## config.mk

```make
export PLATFORM = sky130hd
export DESIGN_NAME = reset_sequencer
export DESIGN_NICKNAME = d
export VERILOG_FILES = /design/src/rtl/reset_sequencer.sv
export SDC_FILE = /design/constraint.sdc
export NUM_CORES = 1
export LEC_CHECK = 0
export ABC_AREA = 1
export CAP_MARGIN = 5
export CORE_AREA = 2 2 83 45
export CTS_CLUSTER_SIZE = 25
export DETAILED_ROUTE_END_ITERATION = 7
export DIE_AREA = 0 0 85 47
export PLACE_DENSITY = 0.76
export SLEW_MARGIN = 15
export SYNTH_ARGS = -nofsm -noshare
export SYNTH_HDL_FRONTEND = slang
export SYNTH_SLANG_ARGS = --single-unit
```

## constraint.sdc

```tcl
create_clock -name sys_clk -period 1.94 [get_ports sys_clk]
set_clock_uncertainty 0.05 [all_clocks]
set_input_delay 0.388 -clock sys_clk [delete_from_list [all_inputs] [get_ports sys_clk]]
set_output_delay 0.388 -clock sys_clk [all_outputs]
set_load 0.01 [all_outputs]
```

## src/rtl/reset_sequencer.sv

```systemverilog
// Staged reset sequencer: turns one synchronous system reset into N_CH
// active-low channel resets. All channels are held for HOLD_CYC cycles, then
// released in order STAGE_CYC cycles apart. Software requests and a heartbeat
// watchdog can restart the whole sequence, and such restarts are counted.
module reset_sequencer #(
  parameter int N_CH      = 3,
  parameter int HOLD_CYC  = 16,
  parameter int STAGE_CYC = 8,
  parameter int WDT_CYC   = 1024,
  parameter int CNT_W     = 8
) (
  input  logic             sys_clk,
  input  logic             sys_rst,
  input  logic             sw_rst_req,
  input  logic             heartbeat,
  input  logic             wdt_en,
  output logic [N_CH-1:0]  ch_rst_n,
  output logic             all_released,
  output logic             wdt_fired,
  output logic [CNT_W-1:0] reboot_cnt,
  output logic [1:0]       state
);

  // Counters only need to reach CYC-1; the terminal edge acts on that value.
  localparam int HOLD_W  = (HOLD_CYC  > 1) ? $clog2(HOLD_CYC)  : 1;
  localparam int STAGE_W = (STAGE_CYC > 1) ? $clog2(STAGE_CYC) : 1;
  localparam int WDT_W   = $clog2(WDT_CYC);

  localparam logic [HOLD_W-1:0]  HOLD_LAST  = HOLD_W'(HOLD_CYC - 1);
  localparam logic [STAGE_W-1:0] STAGE_LAST = STAGE_W'(STAGE_CYC - 1);
  localparam logic [WDT_W-1:0]   WDT_LAST   = WDT_W'(WDT_CYC - 1);

  typedef enum logic [1:0] {
    ST_HOLD  = 2'd0,
    ST_STAGE = 2'd1,
    ST_RUN   = 2'd2
  } state_t;

  state_t             state_reg;
  state_t             state_nxt;
  logic [HOLD_W-1:0]  hold_cnt;
  logic [HOLD_W-1:0]  hold_cnt_nxt;
  logic [STAGE_W-1:0] stage_cnt;
  logic [STAGE_W-1:0] stage_cnt_nxt;
  logic [WDT_W-1:0]   wdt_cnt;
  logic [WDT_W-1:0]   wdt_cnt_nxt;
  logic [N_CH-1:0]    ch_rst_n_nxt;
  logic [N_CH-1:0]    ch_shift;
  logic               all_released_nxt;
  logic               wdt_fired_nxt;
  logic [CNT_W-1:0]   reboot_cnt_nxt;
  logic               sw_req_prev;

  // The reboot counter sticks at all-ones instead of wrapping.
  function automatic logic [CNT_W-1:0] sat_inc(input logic [CNT_W-1:0] v);
    return (&v) ? v : v + CNT_W'(1);
  endfunction

  assign state    = state_reg;
  // Releasing the next channel shifts a one in from the bottom, so channel 0
  // is always released first and released channels stay released.
  assign ch_shift = (ch_rst_n << 1) | N_CH'(1);

  // Register every output and counter; system reset overrides everything.
  always_ff @(posedge sys_clk) begin
    if (sys_rst) begin
      state_reg    <= ST_HOLD;
      hold_cnt     <= '0;
      stage_cnt    <= '0;
      wdt_cnt      <= '0;
      ch_rst_n     <= '0;
      all_released <= 1'b0;
      wdt_fired    <= 1'b0;
      reboot_cnt   <= '0;
      sw_req_prev  <= 1'b0;
    end else begin
      state_reg    <= state_nxt;
      hold_cnt     <= hold_cnt_nxt;
      stage_cnt    <= stage_cnt_nxt;
      wdt_cnt      <= wdt_cnt_nxt;
      ch_rst_n     <= ch_rst_n_nxt;
      all_released <= all_released_nxt;
      wdt_fired    <= wdt_fired_nxt;
      reboot_cnt   <= reboot_cnt_nxt;
      sw_req_prev  <= sw_rst_req;
    end
  end

  // Next-state and output logic; software request outranks all FSM activity.
  always_comb begin
    state_nxt        = state_reg;
    hold_cnt_nxt     = hold_cnt;
    stage_cnt_nxt    = stage_cnt;
    wdt_cnt_nxt      = wdt_cnt;
    ch_rst_n_nxt     = ch_rst_n;
    all_released_nxt = all_released;
    wdt_fired_nxt    = 1'b0;
    reboot_cnt_nxt   = reboot_cnt;

    if (sw_rst_req) begin
      // A held request pins the hold counter at zero; only the rising edge
      // of the request is counted as a reboot.
      state_nxt        = ST_HOLD;
      hold_cnt_nxt     = '0;
      stage_cnt_nxt    = '0;
      wdt_cnt_nxt      = '0;
      ch_rst_n_nxt     = '0;
      all_released_nxt = 1'b0;
      if (!sw_req_prev) begin
        reboot_cnt_nxt = sat_inc(reboot_cnt);
      end
    end else begin
      case (state_reg)
        ST_HOLD: begin
          ch_rst_n_nxt     = '0;
          all_released_nxt = 1'b0;
          if (hold_cnt == HOLD_LAST) begin
            hold_cnt_nxt  = '0;
            stage_cnt_nxt = '0;
            wdt_cnt_nxt   = '0;
            ch_rst_n_nxt  = N_CH'(1);
            if (N_CH == 1) begin
              state_nxt        = ST_RUN;
              all_released_nxt = 1'b1;
            end else begin
              state_nxt = ST_STAGE;
            end
          end else begin
            hold_cnt_nxt = hold_cnt + HOLD_W'(1);
          end
        end

        ST_STAGE: begin
          if (stage_cnt == STAGE_LAST) begin
            stage_cnt_nxt = '0;
            ch_rst_n_nxt  = ch_shift;
            // The last channel goes out on the same edge that enters RUN.
            if (&ch_shift) begin
              state_nxt        = ST_RUN;
              all_released_nxt = 1'b1;
              wdt_cnt_nxt      = '0;
            end
          end else begin
            stage_cnt_nxt = stage_cnt + STAGE_W'(1);
          end
        end

        ST_RUN: begin
          // A heartbeat always clears the count, even on the would-be
          // timeout edge; a disabled watchdog freezes the count.
          if (heartbeat) begin
            wdt_cnt_nxt = '0;
          end else if (wdt_en) begin
            if (wdt_cnt == WDT_LAST) begin
              wdt_fired_nxt    = 1'b1;
              reboot_cnt_nxt   = sat_inc(reboot_cnt);
              state_nxt        = ST_HOLD;
              hold_cnt_nxt     = '0;
              stage_cnt_nxt    = '0;
              wdt_cnt_nxt      = '0;
              ch_rst_n_nxt     = '0;
              all_released_nxt = 1'b0;
            end else begin
              wdt_cnt_nxt = wdt_cnt + WDT_W'(1);
            end
          end
        end

        default: begin
          // Unused encoding: drop back into a clean hold.
          state_nxt        = ST_HOLD;
          hold_cnt_nxt     = '0;
          stage_cnt_nxt    = '0;
          wdt_cnt_nxt      = '0;
          ch_rst_n_nxt     = '0;
          all_released_nxt = 1'b0;
        end
      endcase
    end
  end

endmodule

```

==> summary.md <==
| Metric | Value |
|---|---|
| Syn Nets | `between 200 and 300` |
| Least-Margin Pin Slew | `~0.31 ns` |
| Remaining Overflow, GRT | `0` |
| Non-filler instance count after layout | `337` |
| Root Buffer | `clkbuf_8` |
| GP Congestion | `0.9734` |
| Final Hold Viols | `0` |
| Routed vias | `1744` |
| Total GRT Usage | `21.69%` |
| CTS Sinks | `33` |
| Clk pwr share | `42.3%` |
| Worst path slowest cell | `dfxtp_1` |
| Sw power | `between 0.2 and 0.3 mW` |
| Yosys warning count | `0` |
| Comb pwr share | `under 10%` |
| Power per Cell Area | `623.3 nW/µm²` |
| Clock Pin Slew Worst Setup and Hold Paths | `0.07 ns` |
| Initial antenna violation count | `0` |
| Most common cell after layout, fill and taps aside | `nand2_1` |
| Mapped Area | `1717 µm²` |
| DR WL/cell | `12.25 µm` |
| FP Rows | `15` |
| Clk_lat worst skew | `around 0.28 ns` |
| CP Launch Point | `stage_cnt[0]` |
| Max Slew Vio Count | `0` |
| Syn Inst Count | `260` |
| Max_slew headroom | `about four fifths` |
| P_int | `1.037 mW` |
| Fraction of registers with async set/reset | `0%` |
| Most frequent cells in the layout | `69 x nand2_1, 44 x nor2_1, 33 x dfxtp_1` |
| Final period utilization | `roughly 95%` |
| Number of setup violations in the final report | `0` |
| PortBufs | `19` |
| Largest Register | `wdt_cnt` |
| EDFF count, synth | `0` |
| Outcome | `finished, final reports clean` |
| Crit Path Max Fanout | `7` |
| Initial Utilization | `52.27%` |
| CTS Buf Count | `5` |
| Ports | `20` |
| Layout Utilization | `64.76%` |
| DR DRC count | `0` |
| Largest register FFs | `10` |
| Core area | `approximately 3300 µm²` |
| Number of synthesized register bits | `33` |
| Largest net degree at the start of global routing | `17` |
| Min Tclk post-route | `between 1.5 and 2 ns` |
| Cell count along the critical path | `10` |
| Worst Hold Class | `reg -> reg` |
| Crit start category | `flip-flop` |
| Antenna Cells | `0` |
| Biggest regs | `wdt_cnt x10, reboot_cnt x8, hold_cnt x4` |
| Critical Path AT | `1.96 ns` |
| Layout cells sized above 1 | `11.19%` |
| CP required | `2.06 ns` |
| Maximum VDD drop | `0.4149 mV` |
| Hpwl dp | `3182 µm` |
| Iteration-0 DRC Markers | `155` |
| Die H | `about 47 µm` |
| H-tree Lvls | `2` |
| Via density | `between 5 and 6` |
| Clock Path Buffers | `2` |
| FMAX | `543.6 MHz` |
| Crit-path cells | `ha_1, ha_1, nand2_1, o21ai_2, inv_1, nor2_4, buf_4, a21oi_4, nand2_1, nor2_1` |
| Vias in the first global route | `1371` |
| Worst Reg2Reg Path Length in Cells | `10` |
| Unique masters post-synth | `26` |
| Cell family with most CP delay | `simple AND/OR/NAND/NOR gates` |
| Placed cell count | `325` |
| CP Capture Type | `flip-flop` |
| Reg2reg start | `stage_cnt[0]` |
| Post-synth top flop | `dfxtp_1` |
| Sequential power share | `~52%` |
| Buffers & Inverters on Critical Path | `2` |
| Die W | `approximately 85 µm` |
| First-pass GRT wire length | `6589 µm` |
| ANT nets after route | `0` |
| Hold Path Stages | `2` |
| Worst reg-to-reg setup slack | `around 0.1 ns` |
| Total negative setup slack | `0 ns` |
| CP max stage delay | `~0.36 ns` |
| Nets | `304` |
| Switch share | `21.77%` |
| R2r endpoint | `wdt_cnt[2]` |
| Fraction of the yosys area taken by sequential cells | `38.48%` |
| LEAKAGE | `between 0.8 and 0.9 nW` |
| 1st-pass router iterations | `5` |
| Worst setup path category | `reg -> reg` |
| TritonCTS clock tree | `yes` |
| Crit path to | `wdt_cnt[2]` |
| Total die area | `between 3000 and 4000 µm²` |
| Max_cap viols | `0` |
| Mean post-synth cell area | `~6.6 µm²` |
| Syn-to-layout area delta | `23.91%` |
| DRT Wirelength | `4127 µm` |
-- per-layer routing --
layer,track usage [%],up-vias,routed length [µm]
met1,35.01,767,2312
met2,26.72,68,1453
met4,4.762,0,17
li1,-,905,-
met5,0,-,0
met3,6.854,4,344
-- worst register-to-register path: cells and delay by family, from the launching register on --
kind                       cells  cell delay (ns)
and+or+nand+nor                4             0.43
DFF                            1             0.36
adders and majority gates      2             0.36
buffers and inverters          2             0.27
AOI/OAI and AO/OA              2             0.24
-- cells in the mapped netlist, types with 2 or more instances --
| cell type | count | area share, % |
|---|---|---|
| a21oi_1 | 24 | 7.0 |
| nand2_2 | 5 | 1.8 |
| nor2_1 | 44 | 9.6 |
| ha_1 | 5 | 3.6 |
| inv_1 | 27 | 5.9 |
| dfxtp_1 | 33 | 38 |
| o21ai_0 | 5 | 1.5 |
| nand2_1 | 69 | 15 |
| a31oi_1 | 2 | 0.73 |
| nor2_4 | 2 | 1.3 |
| nand3_1 | 25 | 7.3 |
| or2_2 | 2 | 0.73 |
| nand4_1 | 4 | 1.5 |
-- power groups by stage --
| stage | Sequential (mW) | Combinational, mW | Clock [mW] |
|---|---|---|---|
| global placement | 0.707 | 0.0706 | 0 |
| detailed placement | 0.707 | 0.0720 | 0 |
| floorplan | 0.708 | 0.0398 | 0 |
| CTS | 0.691 | 0.0723 | 0.573 |
| global route | 0.693 | 0.0815 | 0.598 |
| finish | 0.692 | 0.0735 | 0.561 |
-- cell type report --
type	count	area, µm²
clock inverter	1	5.005
clock buffer	7	96.34
inverter	28	105.1
fill	272	1157
timing repair buffer	30	272.8
multi-input combinational	196	934.6
sequential	33	660.6
tap	42	52.55
-- through the flow --
stage	hold slack, ns	setup WS (ns)	power [mW]	area, µm²
3_5_place_dp	0.4066	0.06283	0.7788	1996
2_1_floorplan	0.3928	0.3480	0.7475	1717
5_1_grt	0.4244	-0.01384	1.372	2127
6_report	0.4098	0.1005	1.326	2127
3_3_place_gp	0.4032	0.1232	0.7775	1996
4_1_cts	0.4129	0.09590	1.336	2097
-- cell families (layout without fill, tap and decap cells) --
group                    after synthesis  in the layout  share of synthesized area [%]
buffers and inverters                 31             66                          7.070
flip-flops                            33             33                          38.48
adder cells (fa/ha/maj)                5              5                          3.644
XOR/XNOR                               1              1                         0.5103
AND/OR/NAND/NOR                      156            156                          39.36
AO/OA/AOI/OAI                         34             34                          10.93
-- what timing repair did --
action / 4_1_cts / 5_1_grt
buffers inserted: 0 / 4
setup endpoints to repair: 0 / 4
hold buffers: 0 / 0
hold endpoints to repair: 0 / 0
gates resized for setup: 0 / 0
-- how the worst min path moves through the flow --
stage	to	start
2_1_floorplan	stage_cnt[1]	stage_cnt[1]
5_1_grt	ch_rst_n[2]	ch_rst_n[2]
4_1_cts	ch_rst_n[2]	ch_rst_n[2]
6_report	ch_rst_n[2]	ch_rst_n[2]
3_5_place_dp	ch_rst_n[2]	ch_rst_n[2]
3_3_place_gp	ch_rst_n[2]	ch_rst_n[2]
No activity file was read; power rests on OpenSTA's default activity.
